`src/rtl/alu_multibyte_seq.sv`:
```
// -----------------------------------------------------------------------------
// alu_multibyte_seq
//
// Runs an external 8-bit ALU over N-byte operands that live in a single-port
// data memory. It supports multi-byte ADD, SUB, SHL, SHR, XOR and AND.
//
// For each byte the sequencer reads the A byte, then the B byte (shifts skip
// the B read). It then drives the ALU and writes the result byte back in the
// same cycle. The ALU carry/shift-out is registered between bytes so that the
// carry ripples through the whole operand.
//
// Ports
//   clk, reset        clock; synchronous active-high reset
//   start             request, sampled only while idle
//   op_i              0 ADD, 1 SUB, 2 SHL, 3 SHR, 4 XOR, 5 AND (6,7 reserved)
//   a_base_i          address of byte 0 (LSB) of operand A
//   b_base_i          address of byte 0 of operand B (unused for shifts)
//   d_base_i          address of byte 0 of the destination
//   len_i             operand length in bytes
//   shift_in_i        bit shifted into the vacated end for SHL/SHR
//   busy / done       busy in every non-idle state; done is a one-cycle pulse
//   carry_o, zero_o   final carry and all-zero flag, held until next start
//   mem_*             single-port data memory (combinational read)
//   alu_*             external 8-bit ALU (combinational)
// -----------------------------------------------------------------------------
module alu_multibyte_seq #(
    parameter int ADDR_W = 8,
    parameter int LEN_W  = 4
) (
    input  logic              clk,
    input  logic              reset,
    input  logic              start,
    input  logic [2:0]        op_i,
    input  logic [ADDR_W-1:0] a_base_i,
    input  logic [ADDR_W-1:0] b_base_i,
    input  logic [ADDR_W-1:0] d_base_i,
    input  logic [LEN_W-1:0]  len_i,
    input  logic              shift_in_i,
    output logic              busy,
    output logic              done,
    output logic              carry_o,
    output logic              zero_o,
    output logic [ADDR_W-1:0] mem_addr,
    input  logic [7:0]        mem_rdata,
    output logic              mem_we,
    output logic [7:0]        mem_wdata,
    output logic [3:0]        alu_cmd,
    output logic [7:0]        alu_inA,
    output logic [7:0]        alu_inB,
    output logic              alu_sc_i,
    input  logic [7:0]        alu_rslt,
    input  logic              alu_sc_o
);

    localparam logic [2:0] OP_ADD = 3'd0;
    localparam logic [2:0] OP_SUB = 3'd1;
    localparam logic [2:0] OP_SHL = 3'd2;
    localparam logic [2:0] OP_SHR = 3'd3;
    localparam logic [2:0] OP_XOR = 3'd4;
    localparam logic [2:0] OP_AND = 3'd5;

    localparam logic [3:0] CMD_ADD = 4'b0000;
    localparam logic [3:0] CMD_SHL = 4'b0001;
    localparam logic [3:0] CMD_SHR = 4'b0010;
    localparam logic [3:0] CMD_XOR = 4'b0011;
    localparam logic [3:0] CMD_AND = 4'b0100;

    typedef enum logic [2:0] {
        S_IDLE,
        S_RD_A,
        S_RD_B,
        S_EXEC,
        S_DONE
    } state_e;

    state_e             state_q, state_d;
    logic [2:0]         op_q, op_d;
    logic [ADDR_W-1:0]  a_base_q, a_base_d;
    logic [ADDR_W-1:0]  b_base_q, b_base_d;
    logic [ADDR_W-1:0]  d_base_q, d_base_d;
    logic [LEN_W-1:0]   len_q, len_d;
    logic               shin_q, shin_d;
    logic [LEN_W-1:0]   cnt_q, cnt_d;      // bytes already processed
    logic [7:0]         a_byte_q, a_byte_d;
    logic [7:0]         b_byte_q, b_byte_d;
    logic               carry_q, carry_d;  // running carry, final value is carry_o
    logic               zero_q, zero_d;

    // Per-byte decode of the latched operation
    logic               is_shift;
    logic               is_logic;
    logic               first_byte;
    logic               last_byte;
    logic [LEN_W-1:0]   idx;
    logic [ADDR_W-1:0]  idx_ext;
    logic               op_valid_i;

    assign is_shift   = (op_q == OP_SHL) || (op_q == OP_SHR);
    assign is_logic   = (op_q == OP_XOR) || (op_q == OP_AND);
    assign first_byte = (cnt_q == '0);
    assign last_byte  = (cnt_q == (len_q - LEN_W'(1)));
    // SHR must walk from the MSB down so that the shift-out of a higher byte
    // becomes the shift-in of the next lower byte.
    assign idx        = (op_q == OP_SHR) ? (len_q - LEN_W'(1) - cnt_q) : cnt_q;
    assign idx_ext    = ADDR_W'(idx);
    assign op_valid_i = (op_i <= OP_AND);

    assign busy    = (state_q != S_IDLE);
    assign done    = (state_q == S_DONE);
    assign carry_o = carry_q;
    assign zero_o  = zero_q;

    // ------------------------------------------------------------------------
    // State register
    // ------------------------------------------------------------------------
    always_ff @(posedge clk) begin
        if (reset) begin
            state_q  <= S_IDLE;
            op_q     <= '0;
            a_base_q <= '0;
            b_base_q <= '0;
            d_base_q <= '0;
            len_q    <= '0;
            shin_q   <= 1'b0;
            cnt_q    <= '0;
            a_byte_q <= '0;
            b_byte_q <= '0;
            carry_q  <= 1'b0;
            zero_q   <= 1'b1;
        end else begin
            state_q  <= state_d;
            op_q     <= op_d;
            a_base_q <= a_base_d;
            b_base_q <= b_base_d;
            d_base_q <= d_base_d;
            len_q    <= len_d;
            shin_q   <= shin_d;
            cnt_q    <= cnt_d;
            a_byte_q <= a_byte_d;
            b_byte_q <= b_byte_d;
            carry_q  <= carry_d;
            zero_q   <= zero_d;
        end
    end

    // ------------------------------------------------------------------------
    // Next state and outputs
    // ------------------------------------------------------------------------
    always_comb begin
        state_d   = state_q;
        op_d      = op_q;
        a_base_d  = a_base_q;
        b_base_d  = b_base_q;
        d_base_d  = d_base_q;
        len_d     = len_q;
        shin_d    = shin_q;
        cnt_d     = cnt_q;
        a_byte_d  = a_byte_q;
        b_byte_d  = b_byte_q;
        carry_d   = carry_q;
        zero_d    = zero_q;

        mem_addr  = '0;
        mem_we    = 1'b0;
        mem_wdata = '0;
        alu_cmd   = CMD_ADD;
        alu_inA   = '0;
        alu_inB   = '0;
        alu_sc_i  = 1'b0;

        unique case (state_q)
            S_IDLE: begin
                if (start) begin
                    op_d     = op_i;
                    a_base_d = a_base_i;
                    b_base_d = b_base_i;
                    d_base_d = d_base_i;
                    len_d    = len_i;
                    shin_d   = shift_in_i;
                    cnt_d    = '0;
                    carry_d  = 1'b0;
                    zero_d   = 1'b1;
                    // Empty or reserved requests finish at once with no writes
                    // and with the flags left at their cleared values.
                    if ((len_i != '0) && op_valid_i)
                        state_d = S_RD_A;
                    else
                        state_d = S_DONE;
                end
            end

            S_RD_A: begin
                mem_addr = a_base_q + idx_ext;
                a_byte_d = mem_rdata;
                state_d  = is_shift ? S_EXEC : S_RD_B;
            end

            S_RD_B: begin
                mem_addr = b_base_q + idx_ext;
                b_byte_d = mem_rdata;
                state_d  = S_EXEC;
            end

            S_EXEC: begin
                alu_inA = a_byte_q;
                case (op_q)
                    OP_ADD: begin alu_cmd = CMD_ADD; alu_inB = b_byte_q;  end
                    OP_SUB: begin alu_cmd = CMD_ADD; alu_inB = ~b_byte_q; end
                    OP_SHL: begin alu_cmd = CMD_SHL; alu_inB = '0;        end
                    OP_SHR: begin alu_cmd = CMD_SHR; alu_inB = '0;        end
                    OP_XOR: begin alu_cmd = CMD_XOR; alu_inB = b_byte_q;  end
                    default: begin alu_cmd = CMD_AND; alu_inB = b_byte_q; end
                endcase

                // Seed the chain on byte 0. SUB is A + ~B + 1.
                if (first_byte) begin
                    case (op_q)
                        OP_SUB:         alu_sc_i = 1'b1;
                        OP_SHL, OP_SHR: alu_sc_i = shin_q;
                        default:        alu_sc_i = 1'b0;
                    endcase
                end else begin
                    alu_sc_i = is_logic ? 1'b0 : carry_q;
                end

                mem_addr  = d_base_q + idx_ext;
                mem_we    = 1'b1;
                mem_wdata = alu_rslt;
                carry_d   = is_logic ? 1'b0 : alu_sc_o;
                zero_d    = zero_q & (alu_rslt == 8'h00);

                if (last_byte) begin
                    state_d = S_DONE;
                end else begin
                    cnt_d   = cnt_q + LEN_W'(1);
                    state_d = S_RD_A;
                end
            end

            S_DONE: begin
                state_d = S_IDLE;
            end

            default: begin
                state_d = S_IDLE;
            end
        endcase
    end

endmodule
```
`config.mk`:
```
export PLATFORM = sky130hd
export DESIGN_NAME = alu_multibyte_seq
export DESIGN_NICKNAME = d
export VERILOG_FILES = /design/src/rtl/alu_multibyte_seq.sv
export SDC_FILE = /design/constraint.sdc
export NUM_CORES = 1
export LEC_CHECK = 0
export CORE_ASPECT_RATIO = 0.6
export CORE_MARGIN = 3
export CORE_UTILIZATION = 40
export CTS_BUF_LIST = sky130_fd_sc_hd__clkbuf_4 sky130_fd_sc_hd__clkbuf_8
export CTS_CLUSTER_SIZE = 30
export DETAILED_ROUTE_END_ITERATION = 6
export GPL_ROUTABILITY_DRIVEN = 0
export GPL_TIMING_DRIVEN = 0
export PLACE_DENSITY = 0.7
export SLEW_MARGIN = 15
export SYNTH_ARGS = -nofsm -noshare
export SYNTH_HDL_FRONTEND = slang
export SYNTH_SLANG_ARGS = --single-unit
```
`constraint.sdc`:
```
create_clock -name clk -period 3.24 [get_ports clk]
set_input_delay 0.324 -clock clk [delete_from_list [all_inputs] [get_ports clk]]
set_output_delay 0.324 -clock clk [all_outputs]
set_load 0.1 [all_outputs]
```
==> flow_summary_export.csv <==
group,metric,value,unit
synthesis,yosysTopAreaCell,"dfxtp_1",
critical_path,critPathLaunchType,"flop",
sta,finalClockSkew,0.00965,ns
power_and_ir_drop,p_leak,1.98,nW
route,drc,0,
synthesis,synth_edf_count,0,
power_and_ir_drop,total_power,1.91,mW
clock_tree,cts_made_buffers,9,
route,routed-wl-met2,4070,µm
critical_path,critical_path_class,"reg -> out",
clock_tree,cts_buffer_depth,2,
sta,period_share,104,%
clock_tree,cts_root_buffer,"clkbuf_8",
sta,clock.fmax,0.296,GHz
synthesis,syn_area,3130,µm²
die,pin_count,94,
route,wl_met3,742,µm
critical_path,end_kind,"output port",
critical_path,critPathLaunch,"len_q[0]$_SDFFE_PP0P_",
die,die-width,120,µm
grt,antenna_found_initial,0,
sta,hold_ws,0.457,ns
sta,setup_violations,4,
synthesis,ys_warn_count,0,
die,die-area,8940,µm²
synthesis,synth.ff_latch_count,57,
placement,dp_hpwl,7050,µm
job,maxCapViolCount,0,
sta,rsz0062_at_grt,"yes",
grt,grt.total_usage,22.0,%
grt,grt_pass1_vias,3045,
min_path,hold_depth,2,
synthesis,async_flop_share,0,%
critical_path,ff2ff_path_depth,11,
final_layout,n_antenna_cell,0,
sta,slew_headroom,34.4,%
min_path,worstHoldStart,"a_base_q[1]$_SDFFE_PP0P_",
critical_path,r2r_slack,1.07,ns
synthesis,synth.distinct_cells,48,
final_layout,multi_input_area,1920,µm²
synthesis,yosysSeqAreaShare,36.5,%
critical_path,crit_fanout,2,
die,die_h,74.5,µm
route,totalWireLength,9580,µm
synthesis,postSynthNetCount,480,
final_layout,n_fill_cell,695,
route,num_vias,3200,
clock_tree,clk_latency,0.35,ns
final_layout,nets,586,
synthesis,synth_top_area_share,36.5,%
run_status,run_status,"finished, violations left",
grt,grt_pass1_wl,15200,µm
sta,setup-tns-final,-0.465,ns
run_status,failed_checks,"setup timing",
die,core,7420,µm²
clock_tree,clkTransAtPathRegs,0.07,ns
sta,hold_viol,0,
synthesis,syn_area_per_cell,7.51,µm²
final_layout,area_growth,46.9,%
sta,maxSlewViolCount,0,
die,start_util,42.1,%
route,drt_pre_antenna_iters,5,
route,avgRoutedWirePerCell,15.2,µm
synthesis,netlist_top_cells_area,"dfxtp_1 37%, nand2_1 10%, a21oi_1 9.6%",
sta,min_period,3.38,ns
synthesis,syn_inst,416,
clock_tree,cts_tree,"done",
route,top_layer_used,"met4",
final_layout,final_util,61.9,%
route,m1WireLength,4650,µm
clock_tree,holdBufCountCts,0,
grt,grt-ovfl-total,0,
critical_path,arrival,3.06,ns
final_layout,regArea,1150,µm²
placement,portBuffers,92,
route,vias_per_cell,5.07,
grt,grt_max_degree,23,
route,ant_nets,0,
sta,worst_pin_slew,0.981,ns
die,rows,24,
critical_path,cp_data_required_time,2.92,ns
power_and_ir_drop,ir_drop,221,µV
clock_tree,htree_levels,3,
clock_tree,cts.sinks,57,
route,drt_iter0_markers,207,
power_and_ir_drop,power_density,416,nW/µm²
sta,worst_slack,-0.141,ns
min_path,hp-class,"reg -> reg",
final_layout,drive_above_1_share,15.0,%
critical_path,regToRegStartpoint,"len_q[0]$_SDFFE_PP0P_",
synthesis,synthFlopType,"dfxtp_1",
cell usage after synthesis, types with 2 or more instances:
cell and number:
xor2_1 8, nor2_2 2, clkbuf_1 17, xnor2_1 3
and2_1 20, or2_1 2, a21oi_1 60, mux2_2 2
inv_1 10, o21bai_1 2, o21ai_1 11, buf_2 7
buf_4 2, a22oi_1 2, a21o_1 3, o21ai_0 8
fa_1 2, nand2_1 87, mux2i_1 16, nor4_1 3
inv_2 2, nor2_1 43, nand3_1 5, or3_1 4
ha_1 10, dfxtp_1 57, nand2b_1 4, nor3_1 4
metrics by stage:
stage / cell area (µm²) / std cells / setup slack (ns)
5_1_grt: 4590 / 631 / -0.282
3_3_place_gp: 4210 / 612 / -1.19
4_1_cts: 4530 / 629 / -0.173
6_report: 4590 / 631 / -0.141
2_1_floorplan: 3160 / 416 / -0.348
3_5_place_dp: 4210 / 612 / -1.30
logic make-up (layout without fill, tap and decap cells):
| logic type | after synthesis | after routing | synth area share (%) |
|---|---|---|---|
| XOR/XNOR | 11 | 11 | 3.08 |
| AND/OR/NAND/NOR | 179 | 179 | 25.9 |
| multiplexers | 19 | 19 | 6.20 |
| adder cells (fa/ha/maj) | 12 | 12 | 5.28 |
| other | 1 | 1 | 0.120 |
| flip-flops | 57 | 57 | 36.5 |
| AO/OA/AOI/OAI | 97 | 97 | 17.4 |
| buffers and inverters | 40 | 151 | 5.56 |
layout make-up:
class | instances | share of cell area (%)
buffer | 24 | 2.94
multi-input combinational | 319 | 41.9
inverter | 12 | 0.981
clock buffer | 12 | 3.33
clock inverter | 4 | 0.627
tap | 104 | 2.83
sequential | 57 | 25.0
timing repair buffer | 99 | 22.4
worst max-delay path, stage by stage (launching register included):
cell and delay (ns):
dfxtp_2 0.34, inv_2 0.05, ha_4 0.26, inv_2 0.04
ha_4 0.21, a21o_1 0.16, a21oi_2 0.15, xor2_1 0.16
o21ai_1 0.09, ha_1 0.34, buf_6 0.14, a21oi_4 0.16
nor3_2 0.07, xor2_1 0.19, nor2_2 0.18, buf_12 0.19
layer usage:
layer | global-route usage [%] | vias up
met5 | 0 | -
li1 | - | 1599
met2 | 34.1 | 126
met1 | 30.2 | 1463
met4 | 7.11 | 0
met3 | 6.16 | 12
timing repair:
item / in CTS / in global routing
endpoints found under the setup margin: 15 / 16
resized for setup: 81 / 18
buffers inserted: 5 / 2
pin swaps: 11 / 10
flip-flops by register name (all words and copies together), names as in the netlist:
name,flops
state_q,3
op_q,3
a_base_q,8
cnt_q,4
len_q,4
b_byte_q,8
zero_o,1
shin_q,1
a_byte_q,8
carry_o,1
b_base_q,8
d_base_q,8
cells in the final DEF (no fill, tap or decap), types with 3 or more instances in the layout:
master           instances
a21o_1                   3
a21oi_1                 56
a21oi_2                  3
and2_1                  20
buf_12                   4
buf_2                    5
buf_4                    9
buf_6                    3
clkbuf_1                14
clkbuf_8                11
clkdlybuf4s50_1         68
dfxtp_1                 51
dfxtp_2                  6
dlygate4sd2_1            8
dlymetal6s2s_1           9
ha_1                     7
inv_1                    7
inv_2                    5
mux2i_1                 15
nand2_1                 87
nand2b_1                 4
nand3_1                  5
nor2_1                  37
nor2_2                   5
nor2_4                   3
nor3_1                   3
o21ai_0                  8
o21ai_1                  9
or3_1                    4
xnor2_1                  3
xor2_1                   7
power by group:
part	switching [mW]	internal [mW]	leakage (nW)
Sequential	0.0316	0.748	0.468
Clock	0.300	0.315	0.0894
Combinational	0.304	0.210	1.42
path summary, 6_finish.rpt:
| path | to |
|---|---|
| worst max-delay path | mem_addr[6] |
| worst min-delay path | a_base_q[1]$_SDFFE_PP0P_ |
| worst max register to register | cnt_q[2]$_SDFFE_PP0P_ |
| worst min register to register | a_base_q[1]$_SDFFE_PP0P_ |
Note: power is estimated with default switching activity, not from simulation.
